`src/rtl/resize_scheduler.sv`:
```
// resize_scheduler
//   Accepts a raster of WIDTH x HEIGHT source pixels, decimates it by 1, 2 or
//   4 in both directions and emits the surviving pixels as sequential writes
//   into an output buffer.
//
// Ports
//   horizontal_clock   single clock, rising edge
//   horizontal_reset   asynchronous reset, active low
//   start              frame request, only looked at in IDLE
//   scale_sel[1:0]     0 = 1:1, 1 = 1/2, 2 = 1/4, 3 behaves as 2
//   src_sync           source pixel valid
//   src_r/g/b[7:0]     source pixel data
//   src_start          one-cycle kick to the source (ARM state)
//   busy               high in every state except IDLE
//   wr_en              output buffer write strobe (registered)
//   wr_addr[16:0]      output buffer address, holds between writes
//   wr_data[23:0]      {r,g,b} of the kept pixel, 0 when wr_en is low
//   frame_done         one-cycle end-of-frame pulse (DONE state)
//   error              sticky source-timeout flag
//   dbg_state[1:0]     current FSM state, for observation only
//
// Source handshake: src_sync is a valid-only strobe. There is no ready; in
// STREAM every cycle with src_sync=1 consumes exactly one pixel, in any other
// state the strobe and data are ignored.
module resize_scheduler #(
  parameter int WIDTH   = 384,
  parameter int HEIGHT  = 256,
  parameter int TIMEOUT = 1023
) (
  input  logic        horizontal_clock,
  input  logic        horizontal_reset,
  input  logic        start,
  input  logic [1:0]  scale_sel,
  input  logic        src_sync,
  input  logic [7:0]  src_r,
  input  logic [7:0]  src_g,
  input  logic [7:0]  src_b,
  output logic        src_start,
  output logic        busy,
  output logic        wr_en,
  output logic [16:0] wr_addr,
  output logic [23:0] wr_data,
  output logic        frame_done,
  output logic        error,
  output logic [1:0]  dbg_state
);

  localparam int CW = (WIDTH > 1) ? $clog2(WIDTH) : 1;
  localparam int RW = (HEIGHT > 1) ? $clog2(HEIGHT) : 1;
  localparam int TW = $clog2(TIMEOUT + 1);

  localparam logic [CW-1:0] COL_LAST = CW'(WIDTH - 1);
  localparam logic [RW-1:0] ROW_LAST = RW'(HEIGHT - 1);
  localparam logic [TW-1:0] IDLE_LAST = TW'(TIMEOUT - 1);

  typedef enum logic [1:0] {
    IDLE   = 2'd0,
    ARM    = 2'd1,
    STREAM = 2'd2,
    DONE   = 2'd3
  } state_t;

  state_t state, state_next;

  logic [1:0]    scale;
  logic [CW-1:0] col;
  logic [RW-1:0] row;
  logic [TW-1:0] idle_cnt;
  logic [16:0]   keep_cnt;

  logic launch, accept, stall, expire, keep;
  logic [1:0] mask;

  assign dbg_state = state;

  // Low bits of the position that must be zero for a pixel to survive.
  assign mask = (scale == 2'd2) ? 2'b11 : (scale == 2'd1) ? 2'b01 : 2'b00;
  assign keep = accept && ((2'(col) & mask) == 2'b00) && ((2'(row) & mask) == 2'b00);

  always_ff @(posedge horizontal_clock or negedge horizontal_reset) begin
    if (!horizontal_reset) state <= IDLE;
    else                   state <= state_next;
  end

  always_comb begin
    state_next = state;
    src_start  = 1'b0;
    busy       = 1'b1;
    frame_done = 1'b0;
    launch     = 1'b0;
    accept     = 1'b0;
    stall      = 1'b0;
    expire     = 1'b0;
    case (state)
      IDLE: begin
        busy = 1'b0;
        if (start) begin
          launch     = 1'b1;
          state_next = ARM;
        end
      end
      ARM: begin
        src_start  = 1'b1;
        state_next = STREAM;
      end
      STREAM: begin
        if (src_sync) begin
          accept = 1'b1;
          if (col == COL_LAST && row == ROW_LAST) state_next = DONE;
        end else begin
          stall = 1'b1;
          // This idle cycle is the TIMEOUT-th in a row: give up on the frame.
          if (idle_cnt == IDLE_LAST) begin
            expire     = 1'b1;
            state_next = IDLE;
          end
        end
      end
      DONE: begin
        frame_done = 1'b1;
        state_next = IDLE;
      end
      default: state_next = IDLE;
    endcase
  end

  always_ff @(posedge horizontal_clock or negedge horizontal_reset) begin
    if (!horizontal_reset) begin
      scale    <= 2'd0;
      col      <= '0;
      row      <= '0;
      idle_cnt <= '0;
      keep_cnt <= '0;
      wr_en    <= 1'b0;
      wr_addr  <= '0;
      wr_data  <= '0;
      error    <= 1'b0;
    end else begin
      wr_en   <= keep;
      wr_data <= keep ? {src_r, src_g, src_b} : 24'd0;

      if (launch) begin
        scale    <= (scale_sel == 2'd3) ? 2'd2 : scale_sel;
        col      <= '0;
        row      <= '0;
        idle_cnt <= '0;
        keep_cnt <= '0;
        wr_addr  <= '0;
        error    <= 1'b0;
      end

      if (accept) begin
        idle_cnt <= '0;
        if (col == COL_LAST) begin
          col <= '0;
          row <= row + RW'(1);
        end else begin
          col <= col + CW'(1);
        end
      end

      // wr_addr is the number of pixels kept before this one.
      if (keep) begin
        wr_addr  <= keep_cnt;
        keep_cnt <= keep_cnt + 17'd1;
      end

      if (stall && !expire) idle_cnt <= idle_cnt + TW'(1);
      if (expire)           error    <= 1'b1;
    end
  end

endmodule
```
`config.mk`:
```
export PLATFORM = sky130hd
export DESIGN_NAME = resize_scheduler
export DESIGN_NICKNAME = d
export VERILOG_FILES = /design/src/rtl/resize_scheduler.sv
export SDC_FILE = /design/constraint.sdc
export NUM_CORES = 1
export LEC_CHECK = 0
export ABC_AREA = 1
export CAP_MARGIN = 40
export CELL_PAD_IN_SITES_DETAIL_PLACEMENT = 2
export CELL_PAD_IN_SITES_GLOBAL_PLACEMENT = 2
export CORE_MARGIN = 4
export CORE_UTILIZATION = 33
export DETAILED_ROUTE_END_ITERATION = 16
export GPL_ROUTABILITY_DRIVEN = 0
export PLACE_DENSITY_LB_ADDON = 0.1
export SYNTH_ARGS = -nofsm -noshare
export SYNTH_HDL_FRONTEND = slang
export SYNTH_SLANG_ARGS = --single-unit
```
`constraint.sdc`:
```
create_clock -name horizontal_clock -period 3.4 [get_ports horizontal_clock]
set_input_delay 0.85 -clock horizontal_clock [delete_from_list [all_inputs] [get_ports horizontal_clock]]
set_output_delay 0.85 -clock horizontal_clock [all_outputs]
set_load 0.05 [all_outputs]
```
==> metrics.cfg <==
[pwr]
p_leak_nw = 2.63
p_int_mw = 2.10
pwr-share-clk = 0.334
vdd_drop_max_mv = 0.295
p_seq_frac = 0.382
p_sw_frac = 0.361
p_per_area_nw_per_um2 = 589
p_switching_mw = 1.19
total_power_mw = 3.30
combinationalPowerShare = 0.285

[critical_path]
cp.arrival_ns = 1.96
crit_fanout = 4
worstRegToRegCells = 7
cp_slowest_cell = clkdlybuf4s50_1
slowest_delay_ns = 0.86
critPathLaunchType = flip-flop
crit_chain = inv_1 > nor2_1 > clkdlybuf4s50_1
crit_family = buffers and inverters
r2r-start = col[0]$_DFFE_PN0P_
end_kind = primary output
rr_endpoint = col[8]$_DFFE_PN0P_
path_class = flip-flop to primary output
path_buf_inv = 2
r2r_slack_ns = 1.50
crit_required_ns = 2.55

[logic_synthesis]
ys_types = 30
yosysTopAreaCell = dfrtp_1
synth_edf_count = 0
yosys.area.top_type_share = 0.524
synth_mux_area_frac = 0
synth_area_leaders = dfrtp_1 (52%), nand2_1 (12%), inv_1 (6.7%)
synth_top_family_by_area = simple AND/OR/NAND/NOR gates
ys_seq_area_frac = 0.524
syn_area_sq_um = 4340
syn-num-nets = 574
async_flop_share = 1.00
ys.warnings.count = 0
ys.flop_type = dfrtp_1
synth_xor_area_frac = 0.0202
synthSimpleGateAreaFrac = 0.272
ys_ff_latch = 91
synthAdderAreaFrac = 0.0173
syn_area_per_cell_sq_um = 8.07
netlist_instances = 538
synth-compound-area-share = 0.0769

[global_route]
grt_antenna_before_repair = 0
grt_overflow = 0
grt_max_degree = 52
grt_pass1_wl_um = 22600
grtUsageTotal = 0.193
first_global_vias = 4411

[routing]
drt_iter0_markers = 127
num_vias = 3891
via_per_inst = 4.90
wire_per_inst_um = 16.9
wl_um = 13400
final_antenna_net_count = 0
drc_errors = 0
first_pass_iters = 4

[cells_and_area]
synthToLayoutAreaGrowth_pct = 28.9
final_util = 0.438
drive_gt1_frac = 0.0482
insertedDiodeCount = 0
fin_nets = 654

[floorplanning]
row_count = 41
fp.dieH_um = 123
dieArea_sq_um = 15100
core_sq_um = 12800
die_x_um = 123
initial_core_util = 0.340
boundaryPins = 78

[clock_network]
hold_buffers = 0
htreeDepth = 3
root_buffer = clkbuf_16
post_cts_buffers = 0
clk_path_buf_depth = 2
cts_tree = built
clk_pin_slew_worst_paths_ns = 0.06
cts_sinks = 91
cts_buffers = 9
clkLatencyLatePin_ns = 0.35
cts_resized = 0

[status]
status = finished, final reports clean

[worst_hold_path]
hold_path_depth = 2
min_path_type = flip-flop to flip-flop
holdCritStartpoint = wr_addr[2]$_DFFE_PN0P_
min_to = wr_addr[2]$_DFFE_PN0P_

[place]
dp.final_hpwl_um = 9900
numPortBuffers = 77

[flow_run]
cap_violations = 0

[timing]
clock_skew_ns = 0.00432
finalSetupViolations = 0
slew_headroom = 0.529
final.period_utilization = 0.826
worstMarginPinSlew_ns = 0.706
period_needed_ns = 2.81
slew_violations = 0
tns_ns = 0
hold_violations = 0
rsz0062_at_grt = no
fmax_mhz = 356

[Yosys cell counts, drive strengths merged (3+ instances only)]
master	count
a21oi	5
xor2	6
o22ai	3
xnor2	4
o21ai	49
nand4	9
dfrtp	91
ha	6
inv	81
buf	9
nor2	72
nor3	3
nand2	136
o21bai	3
nand3	52
[worst max path at each step]
stage,startpoint,endpoint,slack (ns),cells after the start
final,dbg_state[0]$_DFFE_PN0P_,src_start,0.59,3
after detailed placement,src_sync,wr_addr[1]$_DFFE_PN0P_,0.67,8
after floorplan,dbg_state[0]$_DFFE_PN0P_,src_start,1.00,2
after CTS,dbg_state[0]$_DFFE_PN0P_,src_start,0.57,3
after global routing,dbg_state[0]$_DFFE_PN0P_,src_start,0.53,3
after global placement,src_sync,wr_addr[0]$_DFFE_PN0P_,0.78,8
[layer usage]
layer,vias to the layer above,share of wire,GRT usage
li1,1850,-,-
met1,1980,0.42,0.223
met2,45,0.53,0.355
met3,16,0.025,0.0286
met4,0,0.022,0.0763
met5,-,0,0
[through the flow]
step / hold slack (ns) / instance area [sq um] / cells / setup slack [ns]
6_report: 0.478 / 5600 / 794 / 0.592
5_1_grt: 0.509 / 5600 / 794 / 0.527
4_1_cts: 0.481 / 5600 / 794 / 0.568
3_5_place_dp: 0.466 / 5280 / 779 / 0.675
3_3_place_gp: 0.454 / 5280 / 779 / 0.776
2_1_floorplan: 0.468 / 4340 / 538 / 1.00
[placed cells by master (no fill, tap or decap)]
master             n
nand2_1          134
dfrtp_1           91
inv_1             77
clkdlybuf4s50_1   76
nor2_1            70
nand3_1           50
o21ai_0           34
o21ai_1           15
nand4_1            9
clkbuf_16          9
xor2_1             6
ha_1               6
a21oi_1            5
xnor2_1            4
nor3_1             3
o21bai_1           3
inv_2              3
o22ai_1            3
buf_4              3
nor2_2             2
nand3_4            2
or2_2              2
nand3b_1           2
bufinv_16          2
clkinvlp_4         2
inv_4              1
nand2_2            1
nand2_4            1
a31oi_1            1
o21a_1             1
a22o_1             1
clkbuf_8           1
clkbuf_1           1
buf_12             1
[registers in the layout, indices dropped and copies added (netlist names)]
register,cells
col,9
dbg_state,2
error,1
idle_cnt,10
keep_cnt,17
row,8
scale,2
wr_addr,17
wr_data,24
wr_en,1
[logic make-up (layout without fill, tap and decap cells)]
logic type	Yosys count	in the layout
XOR/XNOR	10	10
AND/OR/NAND/NOR	276	276
AO/OA/AOI/OAI	63	63
buffers and inverters	92	176
flip-flops	91	91
adder cells (fa/ha/maj)	6	6
[tightest hold or removal path, stage by stage (launching register included)]
cell and delay [ns]:
dfrtp_1 0.35, nand2_1 0.06, nand2_1 0.05
[power by group through the flow]
| stage | Combinational (mW) | Clock (mW) | Sequential, mW |
|---|---|---|---|
| 6_report | 0.938 | 1.10 | 1.26 |
| 5_1_grt | 1.02 | 1.17 | 1.27 |
| 4_1_cts | 0.958 | 1.13 | 1.26 |
| 3_5_place_dp | 0.951 | 0 | 1.28 |
| 3_3_place_gp | 0.922 | 0 | 1.27 |
| 2_1_floorplan | 0.436 | 0 | 1.46 |
[layout make-up]
cell class	instances	area (sq um)
Fill cell	1446	7180
Inverter	81	307
Multi-Input combinational cell	355	1680
Tap cell	172	215
Sequential cell	91	2280
Clock buffer	11	243
Clock inverter	4	75.1
Timing Repair Buffer	80	803
Power figures use the tool's default switching activity.
==> RTL edit (same settings) <==
Set the parameter `WIDTH` to 96 (it was 384).
--- a/src/rtl/resize_scheduler.sv
+++ b/src/rtl/resize_scheduler.sv
@@ -23,7 +23,7 @@
 // STREAM every cycle with src_sync=1 consumes exactly one pixel, in any other
 // state the strobe and data are ignored.
 module resize_scheduler #(
-  parameter int WIDTH   = 384,
+  parameter int WIDTH   = 96,
   parameter int HEIGHT  = 256,
   parameter int TIMEOUT = 1023
 ) (
Check against the original RTL: same outputs for any inputs over 10 cycles, from zero or initial values and one cycle with horizontal_reset low; that may be too few to reach the edited logic, so the function may still have changed.
==> RTL edit against the original RTL <==
  * Sequential cell count down 2
  * Power down 5.4%
  * Synthesized area is 2.3% lower
  * Design area decreased by 3.0%
  * Setup slack improved by 110 ps
  * Fmax increased by 4.3%
  * Routed wire length down 9.7%
  * Utilization is 0.77 points lower
  * Non-clock buffer count did not move
  * Combinational power increased by 4.5%
  * Highest routed layer unchanged
==> RTL edit: results (changes against the original RTL) <==
{
  "layout": {
    "clock_tree_area_fraction": {"value": 4.75, "unit": "%", "change": "-0.93 points"},
    "final.fill_count": {"value": 1455, "change": "+0.62%"},
    "buf_share": {"value": 14.8, "unit": "%", "change": "+0.44 points"},
    "finish.net_count": {"value": 620, "change": "-5.2%"},
    "finish.utilization": {"value": 43.0, "unit": "%", "change": "-0.77 points"},
    "seqAreaFraction": {"value": 41.0, "unit": "%", "change": "+0.32 points"},
    "final.clkbuf_count": {"value": 13, "change": "+2"},
    "layout-drive-gt1-share": {"value": 6.11, "unit": "%", "change": "+1.3 points"},
    "n_all_inverters": {"value": 93, "change": "+15%"},
    "multi_input_gates": {"value": 311, "change": "-12%"}
  },
  "place": {
    "post-place-cells": {"value": 745, "change": "-4.4%"},
    "detailed_place_hpwl": {"value": 8.80, "unit": "mm", "change": "-11%"}
  },
  "routing": {
    "route.vias.total": {"value": 3634, "change": "-6.6%"},
    "wl_met1": {"value": 5.39, "unit": "mm", "change": "-4.7%"},
    "detail_route.wirelength": {"value": 12.1, "unit": "mm", "change": "-9.7%"}
  },
  "synthesis": {
    "synth_adder_area_share": {"value": 1.77, "unit": "%", "change": "+0.041 points"},
    "syn-mean-instance-area": {"value": 8.43, "unit": "µm²", "change": "+4.5%"},
    "top_cells_by_count_synth": "sky130_fd_sc_hd__nand2_1, sky130_fd_sc_hd__inv_1, sky130_fd_sc_hd__dfrtp_1, sky130_fd_sc_hd__nor2_1, sky130_fd_sc_hd__nand3_1",
    "netlist_top_cells_area": "sky130_fd_sc_hd__dfrtp_1, sky130_fd_sc_hd__nand2_1, sky130_fd_sc_hd__inv_1"
  },
  "hold_path": {
    "min_path_type": "primary input to asynchronous set/reset pin"
  },
  "critical_path": {
    "worstPathArrival": {"value": 1840, "unit": "ps", "change": "-120 ps"},
    "cpPeakStageDelay": {"value": 830, "unit": "ps", "change": "-30 ps"}
  },
  "power_and_ir_drop": {
    "worst_ir_drop_vdd": {"value": 292, "unit": "µV", "change": "-1.3%"},
    "switchingPower": {"value": 1.18, "unit": "mW", "change": "-0.72%"},
    "p_leak": {"value": 2.46, "unit": "nW", "change": "-6.5%"}
  },
  "global_route": {
    "via_count_of_the_first_global_routing_pass": {"value": 4082, "change": "-7.5%"}
  },
  "clocking": {
    "clkSinkCount": {"value": 89, "change": "-2.2%"}
  },
  "status": {
    "outcome": "finished clean"
  }
}
[RTL edit: metal layers]
| metal | vias up | GRT usage [%] |
|---|---|---|
| met4 | 0 | 7.28 |
| met3 | 12 | 4.99 |
| li1 | 1757 | - |
| met5 | - | 0 |
| met2 | 53 | 29.4 |
| met1 | 1812 | 22.3 |
[RTL edit: final timing paths]
path,start,to,slack [ps],cells after the start
min,horizontal_reset,idle_cnt[7],470,1
min in group horizontal_clock,error,error,510,2
max in group asynchronous,horizontal_reset,dbg_state[0],2270,2
max,dbg_state[0],src_start,710,3
max reg2reg,scale[1],keep_cnt[8],1290,10
min reg2reg,error,error,510,2
[RTL edit: power groups by stage]
stage	clock [mW]	sequential (mW)	combinational [mW]
final	0.903	1.23	0.980
after floorplan	0	1.44	0.473
after global routing	1.00	1.25	1.08
after detailed placement	0	1.25	0.998
after global placement	0	1.25	0.976
after CTS	0.948	1.24	1.00
